### config.mk
export PLATFORM = sky130hd
export DESIGN_NAME = imm_encoder
export DESIGN_NICKNAME = d
export VERILOG_FILES = /design/src/rtl/imm_encoder_pkg.sv /design/src/rtl/imm_encoder_field_pack.sv /design/src/rtl/imm_encoder.sv
export SDC_FILE = /design/constraint.sdc
export NUM_CORES = 1
export LEC_CHECK = 0
export CAP_MARGIN = 20
export CORE_ASPECT_RATIO = 0.8
export CORE_MARGIN = 5
export CORE_UTILIZATION = 54
export DETAILED_ROUTE_END_ITERATION = 12
export GPL_TIMING_DRIVEN = 0
export PLACE_DENSITY = 0.91
export SLEW_MARGIN = 20
export SYNTH_ARGS = -nofsm -noshare
export SYNTH_HDL_FRONTEND = slang
export SYNTH_SLANG_ARGS = --single-unit
### constraint.sdc
create_clock -name clk -period 5.4 [get_ports clk]
set_input_delay 0.54 -clock clk [delete_from_list [all_inputs] [get_ports clk]]
set_output_delay 0.54 -clock clk [all_outputs]
set_load 0.01 [all_outputs]
### src/rtl/imm_encoder_pkg.sv
// Shared immediate-format constants, error bit indices and range/alignment check helpers.
// Decode helper exists only when IMM_ENC_ROUNDTRIP_CHECK_EN is defined.
package imm_pkg;

    localparam logic [4:0] IMM_SEL_R      = 5'd0;
    localparam logic [4:0] IMM_SEL_S      = 5'd1;
    localparam logic [4:0] IMM_SEL_B      = 5'd2;
    localparam logic [4:0] IMM_SEL_U      = 5'd3;
    localparam logic [4:0] IMM_SEL_J      = 5'd4;
    localparam logic [4:0] IMM_SEL_I      = 5'd5;
    localparam logic [4:0] IMM_SEL_I_STAR = 5'd6;

    localparam int unsigned ERR_RANGE = 0;
    localparam int unsigned ERR_ALIGN = 1;
    localparam int unsigned ERR_SEL   = 2;

    // Signed formats are legal when imm is the sign-extension of its low K bits.
    localparam int unsigned IMM_K_I      = 12;
    localparam int unsigned IMM_K_B      = 13;
    localparam int unsigned IMM_K_J      = 21;
    localparam int unsigned IMM_K_I_STAR = 5;

    function automatic logic fits_signed(input logic [31:0] imm, input int unsigned k);
        logic [31:0] m;
        m = '1 << (k - 1);
        return ((imm & m) == '0) || ((imm & m) == m);
    endfunction

    function automatic logic [2:0] imm_errors(input logic [4:0] sel, input logic [31:0] imm);
        logic [2:0] e;
        e = '0;
        case (sel)
            IMM_SEL_R: ;
            IMM_SEL_I, IMM_SEL_S: e[ERR_RANGE] = !fits_signed(imm, IMM_K_I);
            IMM_SEL_B: begin
                e[ERR_RANGE] = !fits_signed(imm, IMM_K_B);
                e[ERR_ALIGN] = imm[0];
            end
            IMM_SEL_J: begin
                e[ERR_RANGE] = !fits_signed(imm, IMM_K_J);
                e[ERR_ALIGN] = imm[0];
            end
            IMM_SEL_U:      e[ERR_ALIGN] = |imm[11:0];
            IMM_SEL_I_STAR: e[ERR_RANGE] = |(imm >> IMM_K_I_STAR);
            default:        e[ERR_SEL] = 1'b1;
        endcase
        return e;
    endfunction

`ifdef IMM_ENC_ROUNDTRIP_CHECK_EN
    function automatic logic [31:0] imm_decode(input logic [4:0] sel, input logic [31:0] inst);
        logic [31:0] v;
        v = '0;
        case (sel)
            IMM_SEL_I:      v = {{20{inst[31]}}, inst[31:20]};
            IMM_SEL_I_STAR: v = {27'd0, inst[24:20]};
            IMM_SEL_S:      v = {{20{inst[31]}}, inst[31:25], inst[11:7]};
            IMM_SEL_B:      v = {{19{inst[31]}}, inst[31], inst[7], inst[30:25], inst[11:8], 1'b0};
            IMM_SEL_U:      v = {inst[31:12], 12'd0};
            IMM_SEL_J:      v = {{11{inst[31]}}, inst[31], inst[19:12], inst[20], inst[30:21], 1'b0};
            default:        v = '0;
        endcase
        return v;
    endfunction
`endif

endpackage

### src/rtl/imm_encoder_field_pack.sv
// Combinational scatter of an immediate into the bit fields of the selected instruction format.
module imm_field_pack
    import imm_pkg::*;
(
    input  logic [31:0] tmpl_i,
    input  logic [31:0] imm_i,
    input  logic [4:0]  sel_i,
    output logic [31:0] inst_o
);

    always_comb begin
        inst_o = tmpl_i;
        case (sel_i)
            IMM_SEL_I:      inst_o[31:20] = imm_i[11:0];
            IMM_SEL_I_STAR: inst_o[24:20] = imm_i[4:0];
            IMM_SEL_S: begin
                inst_o[31:25] = imm_i[11:5];
                inst_o[11:7]  = imm_i[4:0];
            end
            IMM_SEL_B: begin
                inst_o[31]    = imm_i[12];
                inst_o[7]     = imm_i[11];
                inst_o[30:25] = imm_i[10:5];
                inst_o[11:8]  = imm_i[4:1];
            end
            IMM_SEL_U:      inst_o[31:12] = imm_i[31:12];
            IMM_SEL_J: begin
                inst_o[31]    = imm_i[20];
                inst_o[30:21] = imm_i[10:1];
                inst_o[20]    = imm_i[11];
                inst_o[19:12] = imm_i[19:12];
            end
            default: ;
        endcase
    end

endmodule

### src/rtl/imm_encoder.sv
// Two-stage valid/ready immediate encoder: S1 registers request + error bits, S2 registers packed word.
// Optional IMM_ENC_ROUNDTRIP_CHECK_EN adds rt_mismatch, a registered re-decode self-check.
module imm_encoder
    import imm_pkg::*;
#(
    parameter int unsigned CNT_W = 16
) (
    input  logic             clk,
    input  logic             rst,
    input  logic             in_valid,
    output logic             in_ready,
    input  logic [31:0]      in_tmpl,
    input  logic [31:0]      in_imm,
    input  logic [4:0]       in_sel,
    output logic             out_valid,
    input  logic             out_ready,
    output logic [31:0]      out_inst,
    output logic [2:0]       out_err,
    output logic [CNT_W-1:0] err_count
`ifdef IMM_ENC_ROUNDTRIP_CHECK_EN
    ,
    output logic             rt_mismatch
`endif
);

    logic             s1_valid_q;
    logic [31:0]      s1_tmpl_q;
    logic [31:0]      s1_imm_q;
    logic [4:0]       s1_sel_q;
    logic [2:0]       s1_err_q;
    logic             s2_valid_q;
    logic [31:0]      s2_inst_q;
    logic [2:0]       s2_err_q;
    logic [CNT_W-1:0] err_cnt_q;

    logic [2:0]  err_d;
    logic [31:0] packed_w;
    logic [31:0] inst_d;
    logic        s1_adv;
    logic        s2_adv;

    assign s2_adv   = !s2_valid_q || out_ready;
    assign s1_adv   = !s1_valid_q || s2_adv;
    assign in_ready = s1_adv;

    always_comb err_d = imm_errors(in_sel, in_imm);

    imm_field_pack u_pack (
        .tmpl_i (s1_tmpl_q),
        .imm_i  (s1_imm_q),
        .sel_i  (s1_sel_q),
        .inst_o (packed_w)
    );

    // Any error leaves the template untouched so a rejected request is recognisable downstream.
    always_comb inst_d = (s1_err_q != '0) ? s1_tmpl_q : packed_w;

    always_ff @(posedge clk or posedge rst) begin
        if (rst) begin
            s1_valid_q <= 1'b0;
            s1_tmpl_q  <= '0;
            s1_imm_q   <= '0;
            s1_sel_q   <= '0;
            s1_err_q   <= '0;
            s2_valid_q <= 1'b0;
            s2_inst_q  <= '0;
            s2_err_q   <= '0;
            err_cnt_q  <= '0;
        end else begin
            if (s1_adv) begin
                s1_valid_q <= in_valid;
                if (in_valid) begin
                    s1_tmpl_q <= in_tmpl;
                    s1_imm_q  <= in_imm;
                    s1_sel_q  <= in_sel;
                    s1_err_q  <= err_d;
                end
            end
            if (s2_adv) begin
                s2_valid_q <= s1_valid_q;
                if (s1_valid_q) begin
                    s2_inst_q <= inst_d;
                    s2_err_q  <= s1_err_q;
                end
            end
            if (s2_valid_q && out_ready && (s2_err_q != '0) && (err_cnt_q != '1)) begin
                err_cnt_q <= err_cnt_q + 1'b1;
            end
        end
    end

    assign out_valid = s2_valid_q;
    assign out_inst  = s2_inst_q;
    assign out_err   = s2_err_q;
    assign err_count = err_cnt_q;

`ifdef IMM_ENC_ROUNDTRIP_CHECK_EN
    logic rt_q;
    logic rt_d;

    always_comb rt_d = (s1_err_q == '0) && (s1_sel_q != IMM_SEL_R) &&
                       (imm_decode(s1_sel_q, inst_d) != s1_imm_q);

    always_ff @(posedge clk or posedge rst) begin
        if (rst) begin
            rt_q <= 1'b0;
        end else if (s2_adv && s1_valid_q) begin
            rt_q <= rt_d;
        end
    end

    assign rt_mismatch = rt_q;
`endif

endmodule

==> summary.md, run 1 <==
| Metric | Value |
|---|---|
| Yosys Warn Count | `0` |
| CTS root buf | `clkbuf_16` |
| Critical path endpoint category | `register` |
| Vias | `around 4400` |
| Post-synth ARST share | `100.0%` |
| CP max stage delay | `between 0.5 and 0.6 ns` |
| Synth area leader | `dfrtp_1` |
| Unique masters post-synth | `50` |
| CTS clk-pin slew, worst paths | `0.05 ns` |
| EDFF count, synth | `0` |
| Drt via density | `5.788` |
| Chip Width | `~120 um` |
| CP cell instances | `clkdlybuf4s50_1 -> nand3b_1 -> nand2_1 -> clkbuf_1 -> buf_1 -> mux2_2` |
| Crit path required time | `5.70 ns` |
| # clock sinks | `125` |
| Commonest non-fill, non-tap cell in the layout | `dfrtp_1` |
| Routed wl met2 | `6.892 mm` |
| Setup tns final | `0 ns` |
| Initial drt markers | `452` |
| Outcome | `finished clean` |
| CORE AREA | `0.01020 mm^2` |
| Power density cells | `399.2 mW/mm^2` |
| Worst-Skew Late Latency | `around 0.42 ns` |
| CP delay by family, top | `buffers and inverters` |
| #FFs+latches synth | `125` |
| CP Buf/Inv Count | `3` |
| Highest routed layer | `met4` |
| Vias in the first global route | `4572` |
| Normalized max-slew margin | `a little over half` |
| RSZ-0062 raised after global routing | `false` |
| Fin crit period | `2.480 ns` |
| Number of diodes | `0` |
| Initial core utilization | `54.82%` |
| Final period utilization | `45.93%` |
| Final setup violating endpoints | `0` |
| TritonCTS clock tree | `built` |
| Global-route wire length before repair | `around 23 mm` |
| Static Leak | `3.099 nW` |
| Nets@finish | `676` |
| RD Place Congestion | `0.8865` |
| CTS resizes | `0` |
| Total track usage | `24.31%` |
| Max clock buf depth | `2` |
| CTS Buf Count | `17` |
| Crit-path max FO | `10` |
| Fmax | `slightly above 0.4 GHz` |
| Final wirelength | `14.37 mm` |
| Initial antenna violation count | `0` |
| Seq/Total Area, Yosys | `55.95%` |
| Layout cells sized above 1 | `20.33%` |
| DRC viols | `0` |
| Hold WS | `between 0.4 and 0.5 ns` |
| Critical path arrival | `~2.8 ns` |
| Post-DP HPWL | `~10 mm` |
| Highest-count cells in the layout ignoring fill and taps | `125 x dfrtp_1, 124 x clkdlybuf4s50_1, 81 x mux2_2, 42 x nand2_1` |
| Finished Cell Area | `around 0.0077 mm^2` |
| Largest net degree at the start of global routing | `78` |
| Syn avg cell area | `12.21 um^2` |
| # IOs | `126` |
| Routed met1 length | `slightly below 6 mm` |
| Post-CTS Hold Buffers | `0` |
| 1st-pass router iterations | `5` |
| Share of the synthesized area in the top cell type | `55.95%` |
| Met3 WL | `1.220 mm` |
| Gr ovfl total | `0` |
| Area delta synth->final | `36.86%` |
| Placed Instance Area | `0.007039 mm^2` |
| Mapped Area | `0.005590 mm^2` |
| Final Slew Violations | `0` |
| Die ar. | `0.01250 mm^2` |
| Final ANT Viol Nets | `0` |
| Cell count after synthesis | `458` |
| Post-CTS setup buffers | `0` |
| Final Hold Viols | `0` |
| Largest cells by area after synthesis | `dfrtp_1 56%, mux2_2 16%, mux2i_1 3.6%, nand2_1 2.8%, xnor2_1 1.6%` |
| Die Ht | `101.0 um` |
| Max cap viols | `0` |
| Worst-Margin Slew | `0.7092 ns` |
| Hold WC Path Type | `reg2reg` |
| Setup crit start kind | `input port` |
| Power, Total | `3.054 mW` |
| Buffers on Ports | `124` |
| Clk_skew | `0.009385 ns` |
| Cell at the slowest stage of the critical path | `buf_1` |
| VDD IR max | `0.0002243 V` |
| Mapped Nets | `roughly 530` |
| WS Path Type | `in2reg` |
| Wire per inst | `19.03 um` |
| H-tree depth | `4` |
| Ys flop type | `dfrtp_1` |
| FP Rows | `33` |
[layer usage]
metal  vias up  global-route usage, %
met5         -                      0
met4         0                  8.596
met3        32                  7.351
met2       225                  38.80
met1      2152                  31.60
li1       1961                      -
[report_power, final]
group          leakage, nW  internal (mW)  total (mW)  switching (mW)
Sequential            1.50           1.10        1.22           0.123
Combinational         1.30          0.365       0.658           0.293
Clock                0.296          0.761        1.17           0.411
[Yosys cell counts, drive strengths merged, types with 2 or more instances]
| cell | n |
|---|---|
| dfrtp | 125 |
| mux2 | 81 |
| nand2 | 42 |
| mux2i | 20 |
| nor2 | 20 |
| o21ai | 20 |
| clkbuf | 17 |
| nand4 | 13 |
| nor3 | 12 |
| xnor2 | 10 |
| nand3 | 9 |
| o31ai | 9 |
| a21oi | 8 |
| a221oi | 7 |
| buf | 7 |
| nor4 | 7 |
| xor2 | 6 |
| nor2b | 5 |
| inv | 4 |
| nand2b | 4 |
| nand4b | 4 |
| a311oi | 2 |
| a31oi | 2 |
| a41oi | 2 |
| and3 | 2 |
| and4 | 2 |
| or4 | 2 |
[cells by family after synthesis]
group / share of synthesized area [%]
xor+xnor: 2.507
flops: 55.95
mux: 19.90
simple gates: 12.09
fa+ha+maj: 0.2238
buf+inv: 2.104
compound gates: 7.230
[through the flow]
stage               cells  setup WS [ns]  utilization [%]
detailed placement    723          2.547            69.02
finish                755          2.920            75.02
floorplan             458          1.532                -
global placement      722        0.02547            68.70
global route          755          2.758            75.02
CTS                   755          2.941            75.02
[state kept, by name (all words and copies together) (netlist names)]
| register | flops |
|---|---|
| s1_sel_q | 5 |
| s1_tmpl_q | 32 |
| s1_imm_q | 32 |
| out_inst | 32 |
| out_err | 3 |
| err_count | 16 |
| s1_err_q | 3 |
| s1_valid_q | 1 |
| out_valid | 1 |
[path summary, 6_finish.rpt]
kind / slack [ns] / start / end / cells after the start
min in group asynchronous: 0.52 / rst / out_inst[17] / 2
max in group asynchronous: 4.15 / rst / out_inst[1] / 3
min: 0.48 / out_inst[9] / out_inst[9] / 2
max reg2reg: 3.17 / out_valid / s1_tmpl_q[27] / 5
max: 2.92 / out_ready / s1_tmpl_q[27] / 6
min reg2reg: 0.48 / out_inst[9] / out_inst[9] / 2
[area by class of cell]
type | instances | area, um^2
Clock inverter | 10 | 137.6
Clock buffer | 22 | 474.2
Sequential cell | 125 | 3128
Timing Repair Buffer | 125 | 1269
Buffer | 24 | 102.6
Multi-Input combinational cell | 305 | 2345
Tap cell | 140 | 175.2
Inverter | 4 | 20.02
Fill cell | 666 | 2547
[tightest hold or removal path, delay by kind of cell, from the launching register on]
kind / cells / cell delay (ns)
DFF: 1 / 0.34
AOI/OAI and AO/OA: 1 / 0.06
and+or+nand+nor: 1 / 0.04
(Power assumes the default switching activity.)
==> run 2, diff against run 1 <==
--- a/config.mk
+++ b/config.mk
@@ -8,10 +8,10 @@
 export CAP_MARGIN = 20
 export CORE_ASPECT_RATIO = 0.8
 export CORE_MARGIN = 5
-export CORE_UTILIZATION = 54
+export CORE_UTILIZATION = 50
 export DETAILED_ROUTE_END_ITERATION = 12
 export GPL_TIMING_DRIVEN = 0
-export PLACE_DENSITY = 0.91
+export PLACE_DENSITY = 0.85
 export SLEW_MARGIN = 20
 export SYNTH_ARGS = -nofsm -noshare
 export SYNTH_HDL_FRONTEND = slang
==> constraint.sdc (replaced) <==
create_clock -name clk -period 2.55 [get_ports clk]
set_input_delay 0.255 -clock clk [delete_from_list [all_inputs] [get_ports clk]]
set_output_delay 0.255 -clock clk [all_outputs]
set_load 0.01 [all_outputs]
==> run 2 against run 1 <==
  * Register-to-register slack worse by 2.9 ns
  * Core utilization decreased by 4.0 points
  * Sequential share of layout area shrank 0.47 points
  * Die area rose by 7.3%
  * Critical path depth stayed put
  * Combinational power up 110%
  * Clock skew is 0.0019 ns higher
==> summary.md, run 2 (synthesis results as in run 1) <==
| Metric | Value |
|---|---|
| FP Rows | `34` |
| Power density cells | `around 850 mW/mm^2` |
| Final period utilization | `between 80% and 90%` |
| Final Hold Viols | `0` |
| Chip Width | `128.2 um` |
| Outcome | `finished clean` |
| Final setup violating endpoints | `0` |
| DRC viols | `0` |
| CTS clk-pin slew, worst paths | `0.06 ns` |
| Critical path arrival | `2.53 ns` |
| Fin crit period | `2.247 ns` |
| Setup crit start kind | `register` |
| Vias | `4358` |
| Final ANT Viol Nets | `0` |
| CTS Buf Count | `17` |
| Layout cells sized above 1 | `21.04%` |
| Gr ovfl total | `0` |
| TritonCTS clock tree | `built` |
| Die Ht | `104.6 um` |
| Crit-path max FO | `6` |
| Hold WC Path Type | `in2async` |
| Layout Cells excl Fill | `762` |
| Crit path required time | `approximately 2.8 ns` |
| Normalized max-slew margin | `between 50% and 60%` |
| WS Path Type | `reg2reg` |
| # clock sinks | `125` |
| Buffers on Ports | `124` |
| Post-CTS Hold Buffers | `0` |
| Highest-count cells in the layout ignoring fill and taps | `125 x dfrtp_1, 124 x clkdlybuf4s50_1, 81 x mux2_2, 42 x nand2_1` |
| Drt via density | `5.719` |
| Vias in the first global route | `approximately 4500` |
| Nets@finish | `about 680` |
| Die ar. | `approximately 0.013 mm^2` |
| Worst-Margin Slew | `0.6610 ns` |
| Hold WS | `~0.18 ns` |
| Final wirelength | `14.45 mm` |
| VDD IR max | `0.0005598 V` |
| Post-place setup slack | `-0.01965 ns` |
| Post-CTS setup buffers | `0` |
| Power, Total | `6.578 mW` |
| CP cell instances | `or4_4 -> buf_6 -> nor2_1 -> o21ai_0 -> a221oi_1 -> o31ai_1` |
| Cell at the slowest stage of the critical path | `or4_4` |
| Number of diodes | `0` |
| Final Slew Violations | `0` |
| CP delay by family, top | `compound AO/OA/AOI/OAI gates` |
| Fmax | `0.4450 GHz` |
| RD Place Congestion | `between 0.8 and 0.9` |
| Initial drt markers | `345` |
| 1st-pass router iterations | `5` |
| CORE AREA | `0.01089 mm^2` |
| CP max stage delay | `0.55 ns` |
| Initial antenna violation count | `0` |
| Final WS setup | `a little over 0.3 ns` |
| Total track usage | `22.21%` |
| CTS resizes | `0` |
| Initial core utilization | `51.33%` |
| Static Leak | `3.124 nW` |
| Largest net degree at the start of global routing | `36` |
| Max clock buf depth | `2` |
| Clk_skew | `around 0.011 ns` |
| # IOs | `between 100 and 150` |
| H-tree depth | `4` |
| CTS root buf | `clkbuf_16` |
| Critical path endpoint category | `register` |
| R2R Setup Slk | `0.30 ns` |
| Worst-Skew Late Latency | `0.42 ns` |
| RSZ-0062 raised after global routing | `false` |
| CP Buf/Inv Count | `1` |
| Max cap viols | `0` |
| Area delta synth->final | `38.45%` |
| Post-layout util | `between 70 and 80%` |
| Post-DP HPWL | `10.62 mm` |
| Global-route wire length before repair | `23.25 mm` |
| Commonest non-fill, non-tap cell in the layout | `dfrtp_1` |
| Wire per inst | `18.96 um` |
| Placed insts | `730` |
-- run 2: changes by cell type in the layout (fill, tap and decap cells not counted), sizes merged --
cell / delta
buf: +3
bufinv: +1
clkbuf: -5
clkinv: -1
clkinvlp: +3
inv: +2
-- run 2: path summary, 6_finish.rpt --
kind	start	endpoint	depth (start not counted)
worst max-delay path	s1_err_q[0]	out_inst[29]	6
worst min-delay path	rst	s1_imm_q[1]	2
worst max register to register	s1_err_q[0]	out_inst[29]	6
worst min register to register	out_inst[10]	out_inst[10]	2
max in group asynchronous	rst	s1_imm_q[10]	4
min in group clk	in_sel[1]	s1_err_q[0]	4
-- run 2: area by class of cell --
| cell class | count | area, um^2 |
|---|---|---|
| tap | 144 | 180.2 |
| clock buffer | 17 | 425.4 |
| fill | 780 | 3151 |
| sequential | 125 | 3128 |
| clock inverter | 15 | 211.5 |
| multi-input combinational | 305 | 2345 |
| buffer | 24 | 102.6 |
| timing repair buffer | 128 | 1329 |
| inverter | 4 | 18.77 |
-- run 2: power breakdown --
group          internal, mW  leakage [nW]  switching [mW]
Sequential             2.33          1.50           0.261
Clock                  1.65         0.297           0.939
Combinational         0.781          1.33           0.617
Total                  4.76          3.12            1.82
-- run 2: stage by stage --
stage | setup TNS [ns] | area, um^2
after floorplan | 0 | 5594
after global placement | -41.33 | 7015
after detailed placement | -0.08242 | 7103
after CTS | 0 | 7740
after global routing | 0 | 7740
final | 0 | 7740
-- run 2: routing by layer --
layer / GRT usage [%] / wire length, um / share of wire [%]
met5: 0 / 0 / 0
met4: 8.485 / 267 / 1.8
met3: 6.221 / 1130 / 7.8
met2: 35.02 / 7014 / 49
met1: 29.27 / 6037 / 42
